**src/rtl/mm_pkg.sv**
```systemverilog
`default_nettype none
// ============================================================================
//  Module   : mm_pkg
//  Brief    : Shared types and sizing helpers for the matrix-multiply sequencer
//  Revision : 1.0
// ============================================================================
package mm_pkg;

    // Default geometry, shared with the memA/memB row stores.
    localparam int c_dim_def     = 8;
    localparam int c_bits_ab_def = 8;

    typedef enum logic [2:0] {
        S_IDLE    = 3'd0,
        S_LOAD_A  = 3'd1,
        S_LOAD_B  = 3'd2,
        S_COMPUTE = 3'd3,
        S_DONE    = 3'd4
    } mm_state_t;

    // Cycles for the last skewed operand to drain through a DIM x DIM array.
    function automatic int comp_cycles(input int dim);
        return 3 * dim - 2;
    endfunction

endpackage
`default_nettype wire

```
**src/rtl/mm_row_cnt.sv**
```systemverilog
`default_nettype none
// ============================================================================
//  Module   : mm_row_cnt
//  Brief    : Up counter with clear and increment, wrapping to 0 after MAX
//  Revision : 1.0
// ============================================================================
module mm_row_cnt #(
    parameter int MAX   = 7,
    parameter int WIDTH = 3
) (
    input  logic             clk,
    input  logic             rst_n,
    input  logic             clr,
    input  logic             inc,
    output logic [WIDTH-1:0] count,
    output logic             wrap
);

    logic [WIDTH-1:0] r_count;

    assign count = r_count;
    assign wrap  = (r_count == WIDTH'(MAX));

    always_ff @(posedge clk) begin
        if (!rst_n || clr) begin
            r_count <= '0;
        end else if (inc) begin
            r_count <= wrap ? '0 : r_count + 1'b1;
        end
    end

endmodule
`default_nettype wire

```
**src/rtl/mm_seq.sv**
```systemverilog
`default_nettype none
// ============================================================================
//  Module   : mm_seq
//  Brief    : Load A, load B, then drive a DIM x DIM systolic compute pass
//  Revision : 1.0
// ============================================================================
module mm_seq
    import mm_pkg::*;
#(
    parameter  int DIM         = c_dim_def,
    parameter  int BITS_AB     = c_bits_ab_def,
    localparam int ROWBITS     = $clog2(DIM),
    localparam int CYCBITS     = $clog2(3 * DIM - 1),
    localparam int COMP_CYCLES = comp_cycles(DIM)
) (
    input  logic                            clk,
    input  logic                            rst_n,
    input  logic                            start,
    input  logic                            abort,
    input  logic                            in_valid,
    input  logic [DIM-1:0][BITS_AB-1:0]     in_data,
    output logic                            in_ready,
    output logic [DIM-1:0][BITS_AB-1:0]     mem_din,
    output logic                            memA_WrEn,
    output logic                            memB_WrEn,
    output logic [ROWBITS-1:0]              mem_row,
    output logic                            mem_en,
    output logic                            sa_en,
    output logic [CYCBITS-1:0]              cycle,
    output logic                            busy,
    output logic                            done
);

    mm_state_t r_state;
    mm_state_t w_next;

    logic w_row_clr, w_row_inc, w_row_wrap;
    logic w_cyc_clr, w_cyc_inc, w_cyc_wrap;
    logic w_in_ready, w_wr_a, w_wr_b, w_comp, w_busy, w_done;

    mm_row_cnt #(.MAX(DIM - 1), .WIDTH(ROWBITS)) u_row_cnt (
        .clk   (clk),
        .rst_n (rst_n),
        .clr   (w_row_clr),
        .inc   (w_row_inc),
        .count (mem_row),
        .wrap  (w_row_wrap)
    );

    mm_row_cnt #(.MAX(COMP_CYCLES - 1), .WIDTH(CYCBITS)) u_cyc_cnt (
        .clk   (clk),
        .rst_n (rst_n),
        .clr   (w_cyc_clr),
        .inc   (w_cyc_inc),
        .count (cycle),
        .wrap  (w_cyc_wrap)
    );

    always_ff @(posedge clk) begin
        if (!rst_n) begin
            r_state <= S_IDLE;
        end else begin
            r_state <= w_next;
        end
    end

    always_comb begin
        w_next     = r_state;
        w_in_ready = 1'b0;
        w_wr_a     = 1'b0;
        w_wr_b     = 1'b0;
        w_comp     = 1'b0;
        w_busy     = 1'b1;
        w_done     = 1'b0;
        w_row_clr  = 1'b0;
        w_row_inc  = 1'b0;
        w_cyc_clr  = 1'b0;
        w_cyc_inc  = 1'b0;
        case (r_state)
            S_IDLE: begin
                w_busy = 1'b0;
                if (start && !abort) begin
                    w_next    = S_LOAD_A;
                    w_row_clr = 1'b1;
                end
            end
            S_LOAD_A, S_LOAD_B: begin
                w_in_ready = 1'b1;
                if (abort) begin
                    w_next    = S_IDLE;
                    w_row_clr = 1'b1;
                    w_cyc_clr = 1'b1;
                end else if (in_valid) begin
                    w_wr_a    = (r_state == S_LOAD_A);
                    w_wr_b    = (r_state == S_LOAD_B);
                    w_row_inc = 1'b1;
                    if (w_row_wrap) begin
                        w_next    = (r_state == S_LOAD_A) ? S_LOAD_B : S_COMPUTE;
                        w_cyc_clr = (r_state == S_LOAD_B);
                    end
                end
            end
            S_COMPUTE: begin
                w_comp = 1'b1;
                if (abort) begin
                    w_next    = S_IDLE;
                    w_row_clr = 1'b1;
                    w_cyc_clr = 1'b1;
                end else begin
                    w_cyc_inc = 1'b1;
                    if (w_cyc_wrap) begin
                        w_next = S_DONE;
                    end
                end
            end
            S_DONE: begin
                w_next    = S_IDLE;
                w_done    = !abort;
                w_row_clr = abort;
                w_cyc_clr = abort;
            end
            default: begin
                w_next = S_IDLE;
                w_busy = 1'b0;
            end
        endcase
    end

    // Reset must silence every control output in the same cycle it is seen.
    assign in_ready  = rst_n & w_in_ready;
    assign memA_WrEn = rst_n & w_wr_a;
    assign memB_WrEn = rst_n & w_wr_b;
    assign mem_en    = rst_n & w_comp;
    assign sa_en     = rst_n & w_comp;
    assign busy      = rst_n & w_busy;
    assign done      = rst_n & w_done;
    assign mem_din   = in_data;

endmodule
`default_nettype wire

```
**config.mk**
```make
export PLATFORM = sky130hd
export DESIGN_NAME = mm_seq
export DESIGN_NICKNAME = d
export VERILOG_FILES = /design/src/rtl/mm_pkg.sv /design/src/rtl/mm_row_cnt.sv /design/src/rtl/mm_seq.sv
export SDC_FILE = /design/constraint.sdc
export NUM_CORES = 1
export LEC_CHECK = 0
export CORE_ASPECT_RATIO = 0.7
export CORE_MARGIN = 10
export CORE_UTILIZATION = 27
export CTS_CLUSTER_DIAMETER = 50
export CTS_CLUSTER_SIZE = 24
export DETAILED_ROUTE_END_ITERATION = 6
export GPL_ROUTABILITY_DRIVEN = 1
export HOLD_SLACK_MARGIN = 0.12
export PLACE_DENSITY_LB_ADDON = 0.12
export SYNTH_ARGS = -nofsm -noshare
export SYNTH_HDL_FRONTEND = slang
export SYNTH_SLANG_ARGS = --single-unit
export TNS_END_PERCENT = 10
```
**constraint.sdc**
```tcl
create_clock -name clk -period 1.7 [get_ports clk]
set_clock_uncertainty 0.1 [all_clocks]
set_input_delay 0.425 -clock clk [delete_from_list [all_inputs] [get_ports clk]]
set_output_delay 0.425 -clock clk [all_outputs]
set_load 0.01 [all_outputs]
```
==> run summary <==
Psw: 0.000151 W
DP Cell Count: 170
Syn Nets: 222
total track usage: 0.0797
cell count of the worst reg-to-reg path: 5
vias in the first global route: 956
FILL cells: 493
Ys Warns: 0
failing checks: negative setup slack
WL/cell: 17.3 microns
Layout area overhead: 0.102%
htree depth: 1
die footprint: 7690 sq um
TritonCTS clock tree: done
core area: 4350 sq um
worst setup margin: -68.9 ps
vias: 891
Max VDD drop: 234 uV
HP Class: register to register
number of stages on the worst hold path: 2
worst-path cell chain: buf_2 > or3b_4 > nor3_2 > buf_2
initial antenna violation count: 0
WP data arrival: 1240 ps
hold_buf cts: 0
part of the power in registers: 0.421
WL final: 3.11 mm
# nets final: 199
CP max stage cell: or3b_4
Remaining DRCs: 0
Max Slew Vio Count: 0
CTS max path bufs: 2
Die Ht: 76.4 microns
cell mode on critical path: buf_2
Clock power frac: 0.444
# diodes: 0
clk slew on worst S/H paths: 50 ps
switching share of power: 0.244
number of buffers inserted during clock tree synthesis: 3
antenna-violating nets left: 0
layout cells sized above 1: 0.440
largest net degree at the start of global routing: 12
slew margin rel.: 0.802
CP delay by family, top: simple AND/OR/NAND/NOR gates
Yosys cell types: 38
Initial DRT Pass Iterations: 3
Seq cells post-synth: 11
wire length of the first global-routing pass: 5.00 mm
post-DP HPWL: 2.26 mm
GPL Wtd Cong: 0.728
Remaining Overflow, GRT: 0
Final TNS setup: -204 ps
Vias/cell: 4.95
Final Hold Viols: 0
synthesized area per cell: 8.24 sq um
period utilization: 1.04
worst skew pair latency: 240 ps
Tightest Pin Transition: 297 ps
I/O pin count: 148
Syn Inst Count: 149
final setup fails: 5
initial core utilization: 0.282
Lkg Pwr: 0.624 nW
Crit Path Max Fanout: 5
multi-input logic area: 553 sq um
Worst R2R Setup Slack: -60 ps
Int Power: 0.000470 W
CP required: 1170 ps
storage element area: 229 sq um
crit path kind: input port to output port
crit path launch type: input port
final hold slack: 404 ps
Tmin final: 1770 ps
MaxCap Viol Count: 0
overall power: 0.000621 W
die extent in x: 101 microns
Mapped Area: 1230 sq um
outcome: finished, violations left
clock sinks: 11
Non-Filler Instances: 180
Power Density: 505 nW/um^2
CP max stage delay: 410 ps
drt initial violations: 37
Max Freq: 565 MHz
unrepaired setup endpoints after global routing: true
Worst Path Buf+Inv: 2
power share of the combinational group: 0.135
CP Depth: 4
CTS root buf: clkbuf_8
Port Buffers: 19
row cnt: 20
Setup crit end kind: output port
Seq/Total Area, Yosys: 0.179
==> area by class of cell <==
class | count | share of cell area
well taps | 55 | 0.0560
multi-input cells | 67 | 0.450
flip-flops and latches | 11 | 0.186
clock buffers | 4 | 0.0367
inverters | 1 | 0.00305
repair buffers | 42 | 0.268
==> flip-flops by register name, summed over array words and instances, names as in the netlist <==
register         count
u_cyc_cnt.count      5
r_state              3
u_row_cnt.count      3
==> power groups by stage <==
| stage | clock network, W | registers, W | logic, W |
|---|---|---|---|
| floorplan | 0 | 0.000266 | 0.000185 |
| CTS | 0.000295 | 0.000261 | 0.0000782 |
| detailed placement | 0 | 0.000267 | 0.0000707 |
| finish | 0.000275 | 0.000261 | 0.0000841 |
| global route | 0.000303 | 0.000261 | 0.0000927 |
| global placement | 0 | 0.000267 | 0.0000713 |
==> synthesized netlist by cell type (all sizes together) <==
cell,number,area (sq um)
a211o,1,10.0
a211oi,6,50.1
a21boi,2,15.0
a21oi,3,15.0
and2,1,6.26
and3,3,18.8
and4b,4,40.0
and4bb,1,12.5
buf,66,492
clkbuf,4,15.0
dfxtp,11,220
ha,4,50.1
inv,1,3.75
mux2i,1,10.0
nand2,5,18.8
nand2b,2,12.5
nand3,3,15.0
nand3b,1,7.51
nand4b,1,8.76
nand4bb,1,11.3
nor2,5,18.8
nor3,1,5.00
nor3b,1,12.5
nor4,2,12.5
o211a,3,30.0
o21ai,5,25.0
o22ai,1,6.26
or3,2,12.5
or3b,2,20.0
or4,3,26.3
xnor2,2,17.5
xor2,1,8.76
==> worst paths after layout <==
path,from,endpoint
min reg2reg,u_row_cnt.count[1]$_SDFFE_PP0P_,u_row_cnt.count[1]$_SDFFE_PP0P_
min,u_row_cnt.count[1]$_SDFFE_PP0P_,u_row_cnt.count[1]$_SDFFE_PP0P_
max,in_valid,memA_WrEn
max reg2reg,r_state[2]$_SDFFE_PN0P_,u_cyc_cnt.count[3]$_SDFFE_PP0N_
==> layout by cell type, fill, tap and decap left out, drive strengths merged, types with 2 or more instances in the layout <==
cell type | netlist | routed
dfxtp | 11 | 11
nand2b | 2 | 2
dlymetal6s2s | 0 | 2
ha | 4 | 4
or3b | 2 | 2
or4 | 3 | 3
a21boi | 2 | 2
or3 | 2 | 2
clkbuf | 4 | 5
nand3 | 3 | 3
xnor2 | 2 | 2
and4b | 4 | 4
a21oi | 3 | 3
nand2 | 5 | 5
dlygate4sd2 | 0 | 6
a211oi | 6 | 6
nor2 | 5 | 5
buf | 66 | 32
o211a | 3 | 3
and3 | 3 | 3
o21ai | 5 | 5
nor4 | 2 | 2
==> timing repair <==
action                                  CTS  global route
buffers inserted                          6             0
endpoints found under the setup margin   21            15
gates resized for setup                  56            13
pin swaps                                 4             3
==> cells by family after synthesis <==
logic type / count (synthesis) / synth area share
buffers and inverters: 71 / 0.416
AND/OR/NAND/NOR: 38 / 0.211
AO/OA/AOI/OAI: 21 / 0.123
flip-flops: 11 / 0.179
adder cells (fa/ha/maj): 4 / 0.0408
XOR/XNOR: 3 / 0.0214
multiplexers: 1 / 0.00816
==> tightest hold or removal path, delay by kind of cell (launching register included) <==
kind           cells  cell delay (ps)
flip-flops         1              310
AO/OA/AOI/OAI      2              150
==> per-stage QoR <==
stage	util	area [sq um]	worst slack, ps
2_1_floorplan	-	1230	65.3
3_3_place_gp	0.254	1110	-1010
3_5_place_dp	0.254	1110	-995
4_1_cts	0.276	1200	-64.0
5_1_grt	0.282	1230	-135
6_report	0.282	1230	-68.9
==> per-layer routing <==
layer | vias to the layer above | track usage | routed length (microns)
met5 | - | 0 | 0
met4 | 0 | 0.0521 | 150
met3 | 30 | 0.0362 | 277
met2 | 50 | 0.112 | 1360
met1 | 407 | 0.0941 | 1320
li1 | 404 | - | -
No activity file was read; power rests on OpenSTA's default activity.
